<file path="config.mk">
export PLATFORM = sky130hd
export DESIGN_NAME = commit_monitor
export DESIGN_NICKNAME = d
export VERILOG_FILES = /design/src/rtl/commit_monitor_pkg.sv /design/src/rtl/commit_lane_prefix.sv /design/src/rtl/commit_monitor.sv
export SDC_FILE = /design/constraint.sdc
export NUM_CORES = 1
export LEC_CHECK = 0
export ABC_CLOCK_PERIOD_IN_PS = 3000
export CORE_AREA = 10 10 162 164
export DETAILED_ROUTE_END_ITERATION = 10
export DIE_AREA = 0 0 172 174
export PLACE_DENSITY = 0.68
export SLEW_MARGIN = 20
export SYNTH_ARGS = -nofsm -noshare
export SYNTH_HDL_FRONTEND = slang
export SYNTH_SLANG_ARGS = --single-unit
export TNS_END_PERCENT = 20
</file>
<file path="constraint.sdc">
create_clock -name clk -period 3 [get_ports clk]
set_input_delay 0.45 -clock clk [delete_from_list [all_inputs] [get_ports clk]]
set_output_delay 0.45 -clock clk [all_outputs]
set_load 0.005 [all_outputs]
</file>
<file path="src/rtl/commit_monitor_pkg.sv">
// ============================================================================
// Module   : commit_monitor_pkg
// Purpose  : Shared types and constants for the commit monitor: monitor state
//            encoding, errcode bit positions and default parameter values.
// Revision : 1.0 - initial release
// ============================================================================
`default_nettype none

package commit_monitor_pkg;

  // Monitor life cycle: commits are only observed while in ST_RUN.
  typedef enum logic [1:0] {
    ST_RUN   = 2'd0,
    ST_DRAIN = 2'd1,
    ST_DONE  = 2'd2
  } state_e;

  // Bit positions inside errcode.
  localparam int ERR_TIMEOUT = 0;
  localparam int ERR_RW      = 1;
  localparam int ERR_MEM     = 2;
  localparam int ERR_W       = 3;

  // Default configuration.
  localparam int NUM_CH_DEF         = 2;
  localparam int TIMEOUT_CYCLES_DEF = 100000;
  localparam int DRAIN_CYCLES_DEF   = 30;

  // Per-lane counts never exceed 4 lanes, so 3 bits cover 0..4.
  localparam int LANE_CNT_W = 3;

endpackage

`default_nettype wire

</file>
<file path="src/rtl/commit_lane_prefix.sv">
// ============================================================================
// Module   : commit_lane_prefix
// Purpose  : Per-lane prefix count of valid lanes, halt-lane detection
//            (lowest valid lane whose PC does not move) and the number of
//            lanes retired this cycle (valid lanes up to and including the
//            halt lane).
// Revision : 1.0 - initial release
// ============================================================================
`default_nettype none

module commit_lane_prefix
  import commit_monitor_pkg::*;
#(
  parameter int NUM_CH = NUM_CH_DEF
) (
  input  logic [NUM_CH-1:0]                 valid_i,
  input  logic [NUM_CH-1:0][31:0]           pc_rdata_i,
  input  logic [NUM_CH-1:0][31:0]           pc_wdata_i,
  output logic [NUM_CH-1:0][LANE_CNT_W-1:0] prefix_o,
  output logic [LANE_CNT_W-1:0]             retire_cnt_o,
  output logic                              halt_o
);

  localparam logic [LANE_CNT_W-1:0] CNT_ONE = 1;

  logic [LANE_CNT_W-1:0] run_cnt;
  logic [LANE_CNT_W-1:0] ret_cnt;
  logic                  halt_seen;

  // Walk lanes low to high; prefix ignores halts, retire count stops after the halt lane.
  always_comb begin
    run_cnt   = '0;
    ret_cnt   = '0;
    halt_seen = 1'b0;
    prefix_o  = '0;
    for (int i = 0; i < NUM_CH; i++) begin
      prefix_o[i] = run_cnt;
      if (valid_i[i]) begin
        run_cnt = run_cnt + CNT_ONE;
        if (!halt_seen) begin
          ret_cnt = ret_cnt + CNT_ONE;
          if (pc_rdata_i[i] == pc_wdata_i[i]) begin
            halt_seen = 1'b1;
          end
        end
      end
    end
    retire_cnt_o = ret_cnt;
    halt_o       = halt_seen;
  end

endmodule

`default_nettype wire

</file>
<file path="src/rtl/commit_monitor.sv">
// ============================================================================
// Module   : commit_monitor
// Purpose  : Retirement monitor. Counts retired instructions, assigns per-lane
//            order numbers, detects halt (PC self-loop), commit timeout and
//            memory errors, then drains for a fixed time before reporting done.
// Config   : COMMIT_MONITOR_RWCHK_EN - when defined, a simultaneous mem_read and
//            mem_write raises errcode[1]; otherwise errcode[1] stays 0.
// Revision : 1.0 - initial release
// ============================================================================
`default_nettype none

module commit_monitor
  import commit_monitor_pkg::*;
#(
  parameter int NUM_CH         = NUM_CH_DEF,
  parameter int TIMEOUT_CYCLES = TIMEOUT_CYCLES_DEF,
  parameter int DRAIN_CYCLES   = DRAIN_CYCLES_DEF
) (
  input  logic                    clk,
  input  logic                    rst_n,
  input  logic [NUM_CH-1:0]       commit_valid,
  input  logic [NUM_CH-1:0][31:0] commit_pc_rdata,
  input  logic [NUM_CH-1:0][31:0] commit_pc_wdata,
  input  logic                    mem_read,
  input  logic                    mem_write,
  input  logic                    mem_error,
  output logic [63:0]             order,
  output logic [NUM_CH-1:0][63:0] lane_order,
  output logic [ERR_W-1:0]        errcode,
  output logic                    halted,
  output logic                    done
);

  state_e            state_q,   state_d;
  logic [63:0]       order_q,   order_d;
  logic [ERR_W-1:0]  errcode_q, errcode_d;
  logic              halted_q,  halted_d;
  logic [31:0]       tmo_q,     tmo_d;
  logic [31:0]       drain_q,   drain_d;

  logic [NUM_CH-1:0][LANE_CNT_W-1:0] w_prefix;
  logic [LANE_CNT_W-1:0]             w_retire_cnt;
  logic                              w_halt;
  logic [ERR_W-1:0]                  w_err_set;
  logic [ERR_W-1:0]                  w_err_new;

  commit_lane_prefix #(
    .NUM_CH (NUM_CH)
  ) u_prefix (
    .valid_i      (commit_valid),
    .pc_rdata_i   (commit_pc_rdata),
    .pc_wdata_i   (commit_pc_wdata),
    .prefix_o     (w_prefix),
    .retire_cnt_o (w_retire_cnt),
    .halt_o       (w_halt)
  );

  // Each lane's order number is the running order plus valid lanes below it.
  for (genvar i = 0; i < NUM_CH; i++) begin : g_lane_order
    assign lane_order[i] = order_q + 64'(w_prefix[i]);
  end

`ifndef COMMIT_MONITOR_RWCHK_EN
  logic w_unused_rw;
  assign w_unused_rw = mem_read ^ mem_write;
`endif

  // Error events raised this cycle; the timeout can only fire while running.
  always_comb begin
    w_err_set              = '0;
    w_err_set[ERR_TIMEOUT] = (state_q == ST_RUN) && (w_retire_cnt == '0) && (tmo_q == 32'd1);
`ifdef COMMIT_MONITOR_RWCHK_EN
    w_err_set[ERR_RW]      = mem_read & mem_write;
`endif
    w_err_set[ERR_MEM]     = mem_error;
    w_err_new              = w_err_set & ~errcode_q;
  end

  // Next-state logic: RUN counts commits, DRAIN waits out the drain time, DONE holds.
  always_comb begin
    state_d   = state_q;
    order_d   = order_q;
    errcode_d = errcode_q;
    halted_d  = halted_q;
    tmo_d     = tmo_q;
    drain_d   = drain_q;
    case (state_q)
      ST_RUN: begin
        order_d   = order_q + 64'(w_retire_cnt);
        errcode_d = errcode_q | w_err_set;
        if (w_retire_cnt != '0) begin
          tmo_d = 32'(TIMEOUT_CYCLES);
        end else if (tmo_q != 32'd0) begin
          tmo_d = tmo_q - 32'd1;
        end
        if (w_halt) begin
          halted_d = 1'b1;
        end
        // A new error outranks the halt for the state choice.
        if (w_err_new != '0) begin
          state_d = ST_DRAIN;
          drain_d = 32'(DRAIN_CYCLES);
        end else if (w_halt) begin
          state_d = ST_DONE;
        end
      end
      ST_DRAIN: begin
        errcode_d = errcode_q | w_err_set;
        if (drain_q <= 32'd1) begin
          state_d = ST_DONE;
        end else begin
          drain_d = drain_q - 32'd1;
        end
      end
      ST_DONE: begin
      end
      default: begin
        state_d = ST_RUN;
      end
    endcase
  end

  // State registers with asynchronous active-low reset.
  always_ff @(posedge clk or negedge rst_n) begin
    if (!rst_n) begin
      state_q   <= ST_RUN;
      order_q   <= '0;
      errcode_q <= '0;
      halted_q  <= 1'b0;
      tmo_q     <= 32'(TIMEOUT_CYCLES);
      drain_q   <= '0;
    end else begin
      state_q   <= state_d;
      order_q   <= order_d;
      errcode_q <= errcode_d;
      halted_q  <= halted_d;
      tmo_q     <= tmo_d;
      drain_q   <= drain_d;
    end
  end

  assign order   = order_q;
  assign errcode = errcode_q;
  assign halted  = halted_q;
  assign done    = (state_q == ST_DONE);

endmodule

`default_nettype wire

</file>
==> impl_metrics.tcl, run 1 <==
set metrics [dict create \
    die_y_um 174 \
    grt_max_degree 72 \
    period_share_pct 103 \
    critPathRequiredTime_ns 2.55 \
    clkSlewWorstSetupHoldPaths_ns 0.06 \
    drive_gt1_share_pct 27.3 \
    synth_edf_count 0 \
    ys.flop_type "dfrtp_1" \
    reg2reg_depth 7 \
    max_freq_mhz 323 \
    cts-root-buf "clkbuf_16" \
    p_int_w 0.00352 \
    syn_avg_cell_area_um2 8.87 \
    vias 9082 \
    slew-limit-headroom_pct 53.0 \
    power_density_nw_per_um2 306 \
    nFillCells 1948 \
    grt_pass1_vias 9027 \
    tightest_slew_ns 0.697 \
    fin_util_pct 63.1 \
    drtIter0Drc 500 \
    dieArea_um2 29900 \
    switchingPower_w 0.000954 \
    violations "setup timing" \
    regToRegEndpoint "tmo_q[31]$_DFFE_PN0P_" \
    hold_viol 0 \
    syn_area_um2 9100 \
    coreArea_um2 23100 \
    hp-class "input port to async pin" \
    power_frac_comb_pct 8.1 \
    ys_top_cells_by_area "dfrtp_1 (35%), xnor2_1 (13%), xor2_1 (9.7%)" \
    area_growth_pct 60.4 \
    place.gp.congestion 0.980 \
    cap_violations 0 \
    cp_common_cell "buf_4" \
    rsz0062_at_grt "true" \
    h-tree-depth 4 \
    pin_count 332 \
    clk_latency_ns 0.43 \
    syn_nets 1170 \
    rows 56 \
    grt_pass1_wl_mm 53.8 \
    status "finished, violations left" \
    criticalPathCategory "flip-flop to output port" \
    grt_overflow_total 0 \
    netlist.area_leader.share_pct 34.9 \
    cpPeakStageDelay_ns 0.34 \
    antenna_found_initial 0 \
    final.min_clock_period_ns 3.09 \
    synthTopCellsByCount "xnor2_1 (130), dfrtp_1 (127), nor2_1 (122)" \
    setup_viol 6 \
    endpoint_kind "output port" \
    peakVddDrop_uv 437 \
    crit_family "simple AND/OR/NAND/NOR gates" \
    start_util_pct 39.4 \
    cp_data_arrival_time_ns 2.64 \
    antenna_cells 0 \
    viasPerCell 5.17 \
    cts_tree "done" \
    total_power_w 0.00447 \
    port_buffers 328 \
    synth_seq_cells 133 \
    routed_wl_mm 35.6 \
    yosysTopAreaCell "dfrtp_1" \
    path_cells "buf_4 > nand4_1 > or2_4 > or2_2 > nor4_4 > buf_4 > buf_4 > nand2_1 > xnor2_1 > dlygate4sd2_1" \
    power_switching_share_pct 21.3 \
    path_buf_inv 4 \
    drc 0 \
    seq_area_frac_synth_pct 36.7 \
    power_frac_clock_pct 51.3 \
    grt.total_usage_pct 23.0 \
    avgRoutedWirePerCell_um 20.2 \
    ys_async_sr_fraction_pct 100 \
    seq_power_share_pct 40.6 \
    start_kind "flip-flop" \
    dp_hpwl_mm 28.4 \
    skew_ns 0.00847 \
    slowest_stage "dfrtp_1" \
    drtAntennaViolNets 0 \
    yosys_warnings 0 \
    clock_path_buffers 2 \
    synthCells 1026 \
    drv_slew 0 \
    r2r-start "tmo_q[6]$_DFFE_PN0P_" \
    cts.sinks 133 \
    reg2reg_setup_slack_ns 0.32 \
    drtPass1Iterations 6 \
    numCtsBuffers 17 \
    critPathMaxFanout 7 \
    yosys.cell_count.top_type "xnor2_1" \
    die_w_um 172 \
    synth.distinct_cells 60 \
    layout_setup_ws_ns -0.0924 \
    static-leakage-power_nw 6.59 \
    place_ws_ns -0.980 \
    layout.nets 1598 \
]
==> through the flow <==
stage / instance area, µm² / hold WS [ns] / TNS (ns) / cells
3_5_place_dp: 13400 / 0.444 / -59.46 / 1704
3_3_place_gp: 13400 / 0.440 / -64.04 / 1704
4_1_cts: 14400 / 0.0662 / -1.17 / 1754
5_1_grt: 14600 / 0.0751 / -2.52 / 1757
2_1_floorplan: 9160 / 0.154 / -0.0214 / 1026
6_report: 14600 / 0.0368 / -0.258 / 1757
==> metal layers <==
metal,GRT usage [%],vias up,share of wire (%)
met1,29.3,4434,42
met3,3.60,26,5.9
met2,40.4,291,51
met4,3.88,0,0.94
met5,0,-,0
li1,-,4331,-
==> flip-flops by register name, summed over array words and instances, names as in the netlist <==
| name | count |
|---|---|
| order | 64 |
| tmo_q | 32 |
| drain_q | 32 |
| errcode | 2 |
| state_q | 2 |
| halted | 1 |
==> kinds of logic (layout without fill, tap and decap cells) <==
kind of cell	after synthesis	in the layout	synth area share (%)
other cells	1	1	0.0412
xor+xnor	231	231	22.2
compound gates	49	49	3.66
buf+inv	118	559	7.80
simple gates	482	482	27.9
flops	133	133	36.7
mux	3	3	0.358
fa+ha+maj	9	9	1.32
==> how the worst max path moves through the flow <==
| stage | endpoint | slack (ns) | start | depth (start not counted) |
|---|---|---|---|---|
| finish | lane_order[127] | -0.09 | order[13]$_DFFE_PN0P_ | 10 |
| CTS | lane_order[123] | -0.25 | order[41]$_DFFE_PN0P_ | 8 |
| global route | lane_order[127] | -0.22 | order[13]$_DFFE_PN0P_ | 10 |
| global placement | order[35]$_DFFE_PN0P_ | -1.09 | commit_pc_wdata[1] | 14 |
| floorplan | order[35]$_DFFE_PN0P_ | -0.02 | commit_pc_wdata[30] | 12 |
| detailed placement | order[35]$_DFFE_PN0P_ | -0.98 | commit_pc_wdata[1] | 13 |
==> repair_timing <==
| action | in CTS | in global routing |
|---|---|---|
| hold buffers | 0 | 0 |
| endpoints found under the setup margin | 101 | 89 |
| gates resized for setup | 265 | 128 |
| setup buffers | 18 | 3 |
| pin swaps | 70 | 49 |
| gates cloned | 0 | 0 |
==> power groups by stage <==
stage                     Sequential, W  Combinational (W)  Clock [W]
after floorplan                 0.00184           0.000107          0
after global placement          0.00184           0.000375          0
after detailed placement        0.00184           0.000378          0
after CTS                       0.00181           0.000362    0.00232
after global routing            0.00181           0.000391    0.00240
final                           0.00181           0.000362    0.00229
==> cell type report <==
cell class              count  area, µm²  share of cell area, %
multi-input cells         775       5700                   39.1
clock inverters             7        141                  0.969
clock buffers              25        505                   3.46
inverters                  15       56.3                  0.386
repair buffers            512       4480                   30.7
well taps                 290        363                   2.49
flip-flops and latches    133       3340                   22.9
==> layout by cell type, fill, tap and decap left out, drive strengths merged, types with 4 or more instances in the layout <==
cell type      synthesis  final
nand2                 78     78
inv                   15     15
dlymetal6s2s           0      9
nor2                 123    123
clkdlybuf4s15          0     18
dfstp                  6      6
nand4                 55     55
nor3                  43     43
nand4b                 4      4
clkdlybuf4s50          0    209
dfrtp                127    127
or3                   22     22
nor4                  35     35
o21ai                 11     11
and4                   5      5
xnor2                130    130
xor2                 101    101
dlygate4sd2            0     40
and3                  24     24
nor4b                  5      5
a21oi                 11     11
bufinv                 0      4
nand2b                 7      7
nand3                 53     53
buf                   81    204
or2                    6      6
clkbuf                22     57
ha                     8      8
or4                    9      9
nand3b                 4      4
(Power assumes the default switching activity.)
==> run 2: changes to the inputs <==
Settings changed: SLEW_MARGIN 20 to 40.
==> run 2 against run 1 <==
The flow still finishes with violations (setup timing). Critical path depth fell by 1. Via count fell by 0.48%. Routed wire length rose by 0.17%. Combinational power rose by 6.1%. Cell count fell by 0.34%. Global-route usage fell by 0.16 points. Register-to-register slack barely moved.
==> impl_metrics.tcl, run 2 (synthesis results as in run 1) <==
set metrics [dict create \
    clk_latency_ns 0.42 \
    power_frac_comb_pct 8.8 \
    rsz0062_at_grt "true" \
    clkSlewWorstSetupHoldPaths_ns 0.06 \
    power_density_nw_per_um2 294 \
    fin_cells 1751 \
    ctsHoldBuffers 0 \
    area_growth_pct 62.4 \
    violations "setup timing" \
    critPathRequiredTime_ns 2.55 \
    endpoint_kind "output port" \
    final.min_clock_period_ns 3.13 \
    skew_ns 0.00874 \
    cp_data_arrival_time_ns 2.68 \
    drtAntennaViolNets 0 \
    clock_path_buffers 2 \
    cts-root-buf "clkbuf_16" \
    port_buffers 328 \
    h-tree-depth 4 \
    rows 56 \
    dieArea_um2 29900 \
    antenna_cells 0 \
    max_freq_mhz 319 \
    die_w_um 172 \
    drtPass1Iterations 5 \
    setup_viol 5 \
    cts_tree "done" \
    hp-class "input port to async pin" \
    drv_slew 0 \
    grt_pass1_vias 9032 \
    layout_setup_ws_ns -0.131 \
    antenna_found_initial 0 \
    grt.total_usage_pct 22.9 \
    avgRoutedWirePerCell_um 20.3 \
    dp_hpwl_mm 28.5 \
    place_area_um2 13400 \
    place.gp.congestion 0.980 \
    hold_viol 0 \
    switchingPower_w 0.000947 \
    drive_gt1_share_pct 28.1 \
    status "finished, violations left" \
    routed_wl_mm 35.6 \
    peakVddDrop_uv 426 \
    numCtsBuffers 17 \
    drc 0 \
    viasPerCell 5.16 \
    cts.sinks 133 \
    static-leakage-power_nw 6.63 \
    p_int_w 0.00339 \
    final_area_um2 14800 \
    die_y_um 174 \
    final_common_cell "clkdlybuf4s50_1" \
    tightest_slew_ns 0.699 \
    grt_max_degree 72 \
    slew-limit-headroom_pct 52.9 \
    critPathMaxFanout 4 \
    start_kind "flip-flop" \
    grt_overflow_total 0 \
    drtIter0Drc 607 \
    power_frac_clock_pct 49.4 \
    dpl.cell_count 1704 \
    cap_violations 0 \
    start_util_pct 39.4 \
    layout.nets 1593 \
    seq_power_share_pct 41.8 \
    final_cell_mix "clkdlybuf4s50_1 (209), buf_4 (161), dfrtp_1 (123), xnor2_1 (105), xor2_1 (100)" \
    pin_count 332 \
    coreArea_um2 23100 \
    grt_pass1_wl_mm 53.2 \
    power_switching_share_pct 21.8 \
    fin_setup_tns_ns -0.264 \
    total_power_w 0.00434 \
    criticalPathCategory "flip-flop to output port" \
    period_share_pct 104 \
    largest_reg_flops 64 \
    vias 9038 \
]
==> run 2: changes by cell type in the layout (fill, tap and decap cells not counted), sizes merged <==
cell           delta
buf               +2
bufinv            -1
clkbuf           -14
clkdlybuf4s15    -11
clkinv            +3
dlygate4sd2      +16
dlymetal6s2s      -1
==> run 2: metal layers <==
layer / vias to the layer above / global-route usage (%) / wire [µm] / share of wire (%)
met3: 42 / 4.55 / 2160 / 6.1
met5: - / 0 / 0 / 0
met4: 0 / 4.20 / 529 / 1.5
li1: 4335 / - / - / -
met1: 4392 / 28.9 / 15000 / 42
met2: 269 / 39.6 / 18000 / 50
==> run 2: worst paths after layout <==
check,from,endpoint,slack (ns),depth (start not counted)
worst max-delay path,order[35]$_DFFE_PN0P_,lane_order[118],-0.13,9
worst min-delay path,rst_n,drain_q[11]$_DFFE_PN0P_,0.03,1
worst max register to register,tmo_q[6]$_DFFE_PN0P_,tmo_q[31]$_DFFE_PN0P_,0.32,7
worst min register to register,halted$_DFFE_PN0P_,halted$_DFFE_PN0P_,0.45,1
max in group asynchronous,rst_n,tmo_q[9]$_DFFE_PN1P_,2.19,2
min in group clk,halted$_DFFE_PN0P_,halted$_DFFE_PN0P_,0.45,1
==> run 2: worst max-delay path, cell delays in order, from the launching register on <==
cell and delay, ns:
dfrtp_1 0.39, nand3_2 0.09, buf_4 0.15, nor3_1 0.19
buf_4 0.18, and3_1 0.17, and3_4 0.21, nand3_1 0.15
xnor2_2 0.19, clkdlybuf4s50_1 0.54
==> run 2: area by class of cell <==
type                    count  area (µm²)
clock buffers              22         474
clock inverters             9         126
fillers                  1917        8350
inverters                  15        56.3
multi-input cells         775        5880
flip-flops and latches    133        3340
well taps                 290         363
repair buffers            507        4530
==> run 2: power by group through the flow <==
stage          logic, W  registers (W)  clock network, W
2_1_floorplan  0.000107        0.00184                 0
3_3_place_gp   0.000375        0.00184                 0
3_5_place_dp   0.000378        0.00184                 0
4_1_cts        0.000364        0.00181           0.00216
5_1_grt        0.000412        0.00181           0.00226
6_report       0.000384        0.00181           0.00214
==> run 2: timing repair <==
action,in CTS,in global routing
setup endpoints to repair,107,86
setup buffers,11,6
pin swaps,71,49
resized for setup,271,157
gates cloned,0,0
==> run 2: per-stage QoR <==
stage | setup slack [ns] | hold slack [ns] | utilization, %
5_1_grt | -0.239 | 0.0715 | 63.9
3_3_place_gp | -1.09 | 0.440 | 58.0
2_1_floorplan | -0.0214 | 0.154 | -
6_report | -0.131 | 0.0314 | 63.9
4_1_cts | -0.271 | 0.0676 | 62.3
3_5_place_dp | -1.04 | 0.445 | 58.0
